<file path="src/rtl/tune_pkg.sv">
// tune_pkg: frame geometry, FSM encoding and byte-extract helper shared by
// tune and tune_spi_loader.
package tune_pkg;
  localparam int FRAME_BITS = 88;
  localparam int NOTE_W     = 8;
  localparam int NUM_NOTES  = 6;
  localparam int SPEED_W    = 36;
  localparam int CNT_W      = 7;

  // Bit counter values: exact frame length, and the saturating overflow mark.
  localparam logic [CNT_W-1:0] CNT_FULL = 7'd88;
  localparam logic [CNT_W-1:0] CNT_SAT  = 7'd89;

  typedef enum logic [1:0] {IDLE, SHIFT, COMMIT} state_e;

  // Byte idx of the frame, byte 0 being the first (most significant) received.
  function automatic logic [NOTE_W-1:0] note_byte(input logic [FRAME_BITS-1:0] f,
                                                  input int idx);
    return f[FRAME_BITS-1-NOTE_W*idx -: NOTE_W];
  endfunction
endpackage

</file>
<file path="src/rtl/tune_spi_loader_sync_edge.sv">
// sync_edge: SYNC_STAGES-deep synchronizer followed by a registered copy of
// the synchronized level, giving one-cycle rise/fall strobes.
module sync_edge #(
  parameter int   SYNC_STAGES = 2,
  parameter logic RST_VAL     = 1'b0
) (
  input  logic clk,
  input  logic reset_n,
  input  logic d,
  output logic rise,
  output logic fall
);
  logic [SYNC_STAGES-1:0] sync_q, sync_d;
  logic                   prev_q, prev_d;

  // Shift the raw pin through the chain; remember last synchronized level.
  always_comb begin
    sync_d = {sync_q[SYNC_STAGES-2:0], d};
    prev_d = sync_q[SYNC_STAGES-1];
  end

  // Chain and edge-detect registers.
  always_ff @(posedge clk or negedge reset_n) begin
    if (!reset_n) begin
      sync_q <= {SYNC_STAGES{RST_VAL}};
      prev_q <= RST_VAL;
    end else begin
      sync_q <= sync_d;
      prev_q <= prev_d;
    end
  end

  assign rise = sync_q[SYNC_STAGES-1] & ~prev_q;
  assign fall = ~sync_q[SYNC_STAGES-1] & prev_q;
endmodule

</file>
<file path="src/rtl/tune_spi_loader.sv">
// tune_spi_loader: SPI mode-0 slave that assembles an 88-bit song-setup frame
// and commits note bytes, clock_speed and start to tune atomically.
// Optional feature: define TUNE_SPI_ECHO_EN to echo the frame on sdo, 8 bits late.
module tune_spi_loader import tune_pkg::*; #(
  parameter int SYNC_STAGES = 2
) (
  input  logic               clk,
  input  logic               reset_n,
  input  logic               sck,
  input  logic               sdi,
  input  logic               cs_n,
  output logic               sdo,
  output logic [NOTE_W-1:0]  sd0,
  output logic [NOTE_W-1:0]  sd1,
  output logic [NOTE_W-1:0]  sd2,
  output logic [NOTE_W-1:0]  sd3,
  output logic [NOTE_W-1:0]  sd4,
  output logic [NOTE_W-1:0]  sd5,
  output logic [SPEED_W-1:0] clock_speed,
  output logic               start,
  output logic               frame_err
);
  logic sck_rise, sck_fall, cs_rise, cs_fall;

  sync_edge #(.SYNC_STAGES(SYNC_STAGES), .RST_VAL(1'b0)) u_sck (
    .clk(clk), .reset_n(reset_n), .d(sck), .rise(sck_rise), .fall(sck_fall));

  // cs_n idles high, so its chain resets high to avoid a phantom edge.
  sync_edge #(.SYNC_STAGES(SYNC_STAGES), .RST_VAL(1'b1)) u_cs (
    .clk(clk), .reset_n(reset_n), .d(cs_n), .rise(cs_rise), .fall(cs_fall));

  // sdi only needs the level, delayed to line up with the sck strobes.
  logic [SYNC_STAGES-1:0] sdi_sync_q, sdi_sync_d;
  logic                   sdi_s;
  assign sdi_sync_d = {sdi_sync_q[SYNC_STAGES-2:0], sdi};
  assign sdi_s      = sdi_sync_q[SYNC_STAGES-1];

  state_e                           state_q, state_d;
  logic [CNT_W-1:0]                 cnt_q, cnt_d;
  logic [FRAME_BITS-1:0]            shreg_q, shreg_d;
  logic [NUM_NOTES-1:0][NOTE_W-1:0] sd_q, sd_d;
  logic [SPEED_W-1:0]               speed_q, speed_d;
  logic                             start_q, start_d;
  logic                             err_pend_q, err_pend_d;
  logic                             frame_err_q, frame_err_d;

  // Frame FSM: cs_n edges take priority over sck edges; outputs load only in COMMIT.
  always_comb begin
    state_d     = state_q;
    cnt_d       = cnt_q;
    shreg_d     = shreg_q;
    sd_d        = sd_q;
    speed_d     = speed_q;
    start_d     = start_q;
    err_pend_d  = 1'b0;
    frame_err_d = err_pend_q;  // extra stage aligns the pulse with a commit
    case (state_q)
      IDLE: begin
        if (cs_fall) begin
          state_d = SHIFT;
          shreg_d = '0;
          cnt_d   = '0;
          start_d = 1'b0;
        end
      end
      SHIFT: begin
        if (cs_rise) begin
          if (cnt_q == CNT_FULL) begin
            state_d = COMMIT;
          end else begin
            state_d    = IDLE;
            err_pend_d = 1'b1;
          end
        end else if (sck_rise) begin
          shreg_d = {shreg_q[FRAME_BITS-2:0], sdi_s};
          if (cnt_q != CNT_SAT) cnt_d = cnt_q + 7'd1;
        end
      end
      COMMIT: begin
        for (int i = 0; i < NUM_NOTES; i++) sd_d[i] = note_byte(shreg_q, i);
        speed_d = shreg_q[SPEED_W-1:0];
        start_d = 1'b1;
        state_d = IDLE;
      end
      default: state_d = IDLE;
    endcase
  end

  // Frame state and output registers.
  always_ff @(posedge clk or negedge reset_n) begin
    if (!reset_n) begin
      state_q     <= IDLE;
      cnt_q       <= '0;
      shreg_q     <= '0;
      sd_q        <= '0;
      speed_q     <= '0;
      start_q     <= 1'b0;
      err_pend_q  <= 1'b0;
      frame_err_q <= 1'b0;
      sdi_sync_q  <= '0;
    end else begin
      state_q     <= state_d;
      cnt_q       <= cnt_d;
      shreg_q     <= shreg_d;
      sd_q        <= sd_d;
      speed_q     <= speed_d;
      start_q     <= start_d;
      err_pend_q  <= err_pend_d;
      frame_err_q <= frame_err_d;
      sdi_sync_q  <= sdi_sync_d;
    end
  end

`ifdef TUNE_SPI_ECHO_EN
  logic sdo_q, sdo_d;

  // Echo: after k bits received, bit k-8 sits at shreg[7]; present it on sck fall.
  always_comb begin
    sdo_d = sdo_q;
    if (state_q == IDLE && cs_fall)                            sdo_d = 1'b0;
    else if (state_q == SHIFT && !cs_rise && sck_fall)         sdo_d = shreg_q[NOTE_W-1];
  end

  // Echo output register.
  always_ff @(posedge clk or negedge reset_n) begin
    if (!reset_n) sdo_q <= 1'b0;
    else          sdo_q <= sdo_d;
  end

  assign sdo = sdo_q;
`else
  // Falling-edge strobe only feeds the echo path.
  logic unused_sck_fall;
  assign unused_sck_fall = sck_fall;
  assign sdo = 1'b0;
`endif

  assign sd0         = sd_q[0];
  assign sd1         = sd_q[1];
  assign sd2         = sd_q[2];
  assign sd3         = sd_q[3];
  assign sd4         = sd_q[4];
  assign sd5         = sd_q[5];
  assign clock_speed = speed_q;
  assign start       = start_q;
  assign frame_err   = frame_err_q;
endmodule

</file>
<file path="config.mk">
export PLATFORM = sky130hd
export DESIGN_NAME = tune_spi_loader
export DESIGN_NICKNAME = d
export VERILOG_FILES = /design/src/rtl/tune_pkg.sv /design/src/rtl/tune_spi_loader_sync_edge.sv /design/src/rtl/tune_spi_loader.sv
export SDC_FILE = /design/constraint.sdc
export NUM_CORES = 1
export LEC_CHECK = 0
export BUFFER_PORTS_ARGS = -buffer_cell sky130_fd_sc_hd__buf_2
export CAP_MARGIN = 10
export CORE_MARGIN = 4
export CORE_UTILIZATION = 62
export CTS_CLUSTER_SIZE = 16
export DETAILED_ROUTE_END_ITERATION = 6
export PLACE_DENSITY_LB_ADDON = 0.15
export SLEW_MARGIN = 20
export SYNTH_ARGS = -nofsm -noshare
export SYNTH_HDL_FRONTEND = slang
export SYNTH_SLANG_ARGS = --single-unit
export TNS_END_PERCENT = 100
</file>
<file path="constraint.sdc">
create_clock -name clk -period 2.6 [get_ports clk]
set_input_delay 0.39 -clock clk [delete_from_list [all_inputs] [get_ports clk]]
set_output_delay 0.39 -clock clk [all_outputs]
set_load 0.05 [all_outputs]
</file>
==> impl_metrics.yaml <==
timing:
  setup_violations: 0
  max_freq_mhz: 526
  hold_violations: 19
  finalMaxSlewViolations: 0
  post-route-min-period_ns: 1.90
  slew_headroom_pct: 59.4
  skew_ns: 0.00559
  rsz0062_at_grt: "false"
  period_share_pct: 73.1
  whs_ns: -0.00967
  tns_ns: 0
  worst_slew_pin_slew_ns: 0.609
  setup_ws_ns: 0.700
clock_tree:
  clk_pin_slew_worst_paths_ns: 0.06
  clockRootBuffer: "clkbuf_16"
  ctsLongestPathBuffers: 2
  clock_latency_ns: 0.42
  htree_num_levels: 4
  hold_buffers: 0
  cts_buffers: 17
  cts_sinks: 192
  post_cts_buffers: 0
  cts_tree: "built"
  cts_resized: 0
worst_setup_path:
  critPathKind: "reg -> reg"
  start_kind: "flip-flop"
  crit_slowest_cell: "dfstp_2"
  critPathArrivalTime_ns: 2.15
  slowest_delay_ns: 0.58
  cp_data_required_time_ns: 2.85
  r2r_setup_slack_ns: 0.70
  r2r_cells: 4
  crit_path_end_kind: "flip-flop"
  cp_max_fo: 59
  crit_chain: "nand2b_1 -> a31oi_4 -> buf_4 -> o21ai_0"
drt:
  drt-total-wl_um: 13300
  remaining_drc_errors: 0
  first_iter_violations: 316
  routedWlPerCell_um: 15.3
  antenna_left: 0
  first_pass_iters: 4
  vias: 4721
  via_per_inst: 5.44
yosys:
  synth_xor_area_share_pct: 0
  syn_avg_cell_area_um2: 11.7
  synth-simple-area-share_pct: 11.4
  ys_ff_latch: 192
  synthDominantCellAreaShare_pct: 63.7
  syn_area_mm2: 0.00742
  synth_common_cells: "dfrtp_1, nand2_1, o21ai_0"
  synth_warnings: 0
  synthTopCellsByArea: "dfrtp_1, mux2_2, nand2_1"
  synth_fa_ha_area_share_pct: 0.506
  yosysMostFrequentCell: "dfrtp_1"
  synth_top_family_by_area: "multiplexers"
  muxShareOfSynthArea_pct: 13.2
  synth_compound_area_share_pct: 7.33
  synth_edf_count: 0
  seq_area_frac_synth_pct: 64.8
  ys.flop_type: "dfrtp_1"
  ys_async_sr_fraction_pct: 100
  synth.net_count: 642
  yosysTopAreaCell: "dfrtp_1"
  synthDistinctLibCells: 36
  postSynthCellCount: 634
global_route:
  grt_pass1_wl_um: 22500
  gr-usage-all-layers_pct: 20.2
  antenna_found_initial: 0
  grt_max_degree: 120
  grt-ovfl-total: 0
  grt_pass1_vias: 4665
finish:
  nFillCells: 774
  num_antenna_cells: 0
  finalNetCount: 721
  synthToLayoutAreaGrowth_pct: 15.6
  drive_gt1_share_pct: 30.3
  final_util_pct: 74.2
power_and_ir_drop:
  ir_worst_vdd_uv: 442
  leakage_nw: 4.33
  finalPower_mw: 5.89
  p_per_area_mw_per_mm2: 686
run_status:
  violations: "hold timing"
  status: "complete, but fails checks"
floorplan:
  num_io_pins: 92
  num_rows: 39
  core_area_mm2: 0.0116
  die_h_um: 117
  start_util_pct: 64.2
  die_w_um: 117
  fp.dieArea_mm2: 0.0138
place:
  dp_slack_ns: 0.787
  gp_congestion: 0.775
  io_buffers: 90
  place_hpwl_um: 8210
min_path:
  hold_class: "in -> async"
flow_run:
  maxCapViolCount: 0
kinds of logic (layout without fill, tap and decap cells):
kind of cell | count (synthesis) | in the layout
and+or+nand+nor | 206 | 206
DFF | 192 | 192
AOI/OAI and AO/OA | 102 | 102
muxes | 87 | 87
buffers and inverters | 43 | 134
adders and majority gates | 3 | 3
other | 1 | 1
layout make-up:
cell class              instances  area (um2)  share of cell area, %
flip-flops and latches        192        4810                   56.0
inverters                       4        15.0                  0.175
well taps                     143         179                   2.09
repair buffers                 99         577                   6.72
multi-input cells             399        2420                   28.2
clock buffers                  20         437                   5.09
clock inverters                11         141                   1.65
registers in the layout, indices dropped and copies added (netlist names), 2 cells and up:
name	flops
clock_speed	36
cnt_q	7
sd0	8
sd1	8
sd2	8
sd3	8
sd4	8
sd5	8
sdi_sync_q	2
shreg_q	88
state_q	2
u_cs.sync_q	2
u_sck.sync_q	2
worst max-delay path: cells and delay by family, from the launching register on:
family	cells	cell delay, ns
DFF	1	0.58
AOI/OAI and AO/OA	2	0.52
buffers and inverters	1	0.47
and+or+nand+nor	1	0.15
where the power goes:
part | switching (mW) | internal, mW | leakage (nW) | total, mW
combinational | 0.209 | 0.0655 | 1.40 | 0.274
sequential | 0.0344 | 3.02 | 2.65 | 3.06
clock | 1.06 | 1.50 | 0.276 | 2.56
total | 1.30 | 4.59 | 4.33 | 5.89
path summary, 6_finish.rpt:
kind	from	to
setup / recovery	u_cs.sync_q[1]	shreg_q[79]
hold / removal	reset_n	cnt_q[2]
setup reg to reg	u_cs.sync_q[1]	shreg_q[79]
hold reg to reg	err_pend_q	frame_err
max in group asynchronous	reset_n	shreg_q[14]
min in group clk	cs_n	u_cs.sync_q[0]
cells in the final DEF (no fill, tap or decap), types with 2 or more instances in the layout:
master / count
clkbuf_16: 17
dfstp_2: 3
dfrtp_1: 189
and2_1: 2
o21ai_0: 91
nand2_1: 184
clkinvlp_4: 3
bufinv_16: 3
inv_1: 4
mux2i_1: 2
buf_2: 89
clkbuf_1: 3
a21oi_1: 4
ha_1: 3
buf_4: 5
nand2b_1: 3
nand3_1: 3
mux2_2: 85
o31ai_1: 2
clkinv_2: 4
nor3_1: 2
buf_12: 4
metrics by stage:
stage	instances	area [um2]	hold WS, ns
final	868	8580	-0.00967
after global routing	868	8580	0.00875
after CTS	868	8580	0.0115
after detailed placement	837	8000	0.339
after global placement	837	8000	0.332
after floorplan	634	7420	0.0944
per-layer routing:
metal  routed length, um  GRT usage [%]  part of all wire (%)
met1                5960           26.2                    45
met2                6530           32.8                    49
met3                 504           5.00                   3.8
met5                   0              0                     0
met4                 310           8.58                   2.3
No activity file was read; power rests on OpenSTA's default activity.
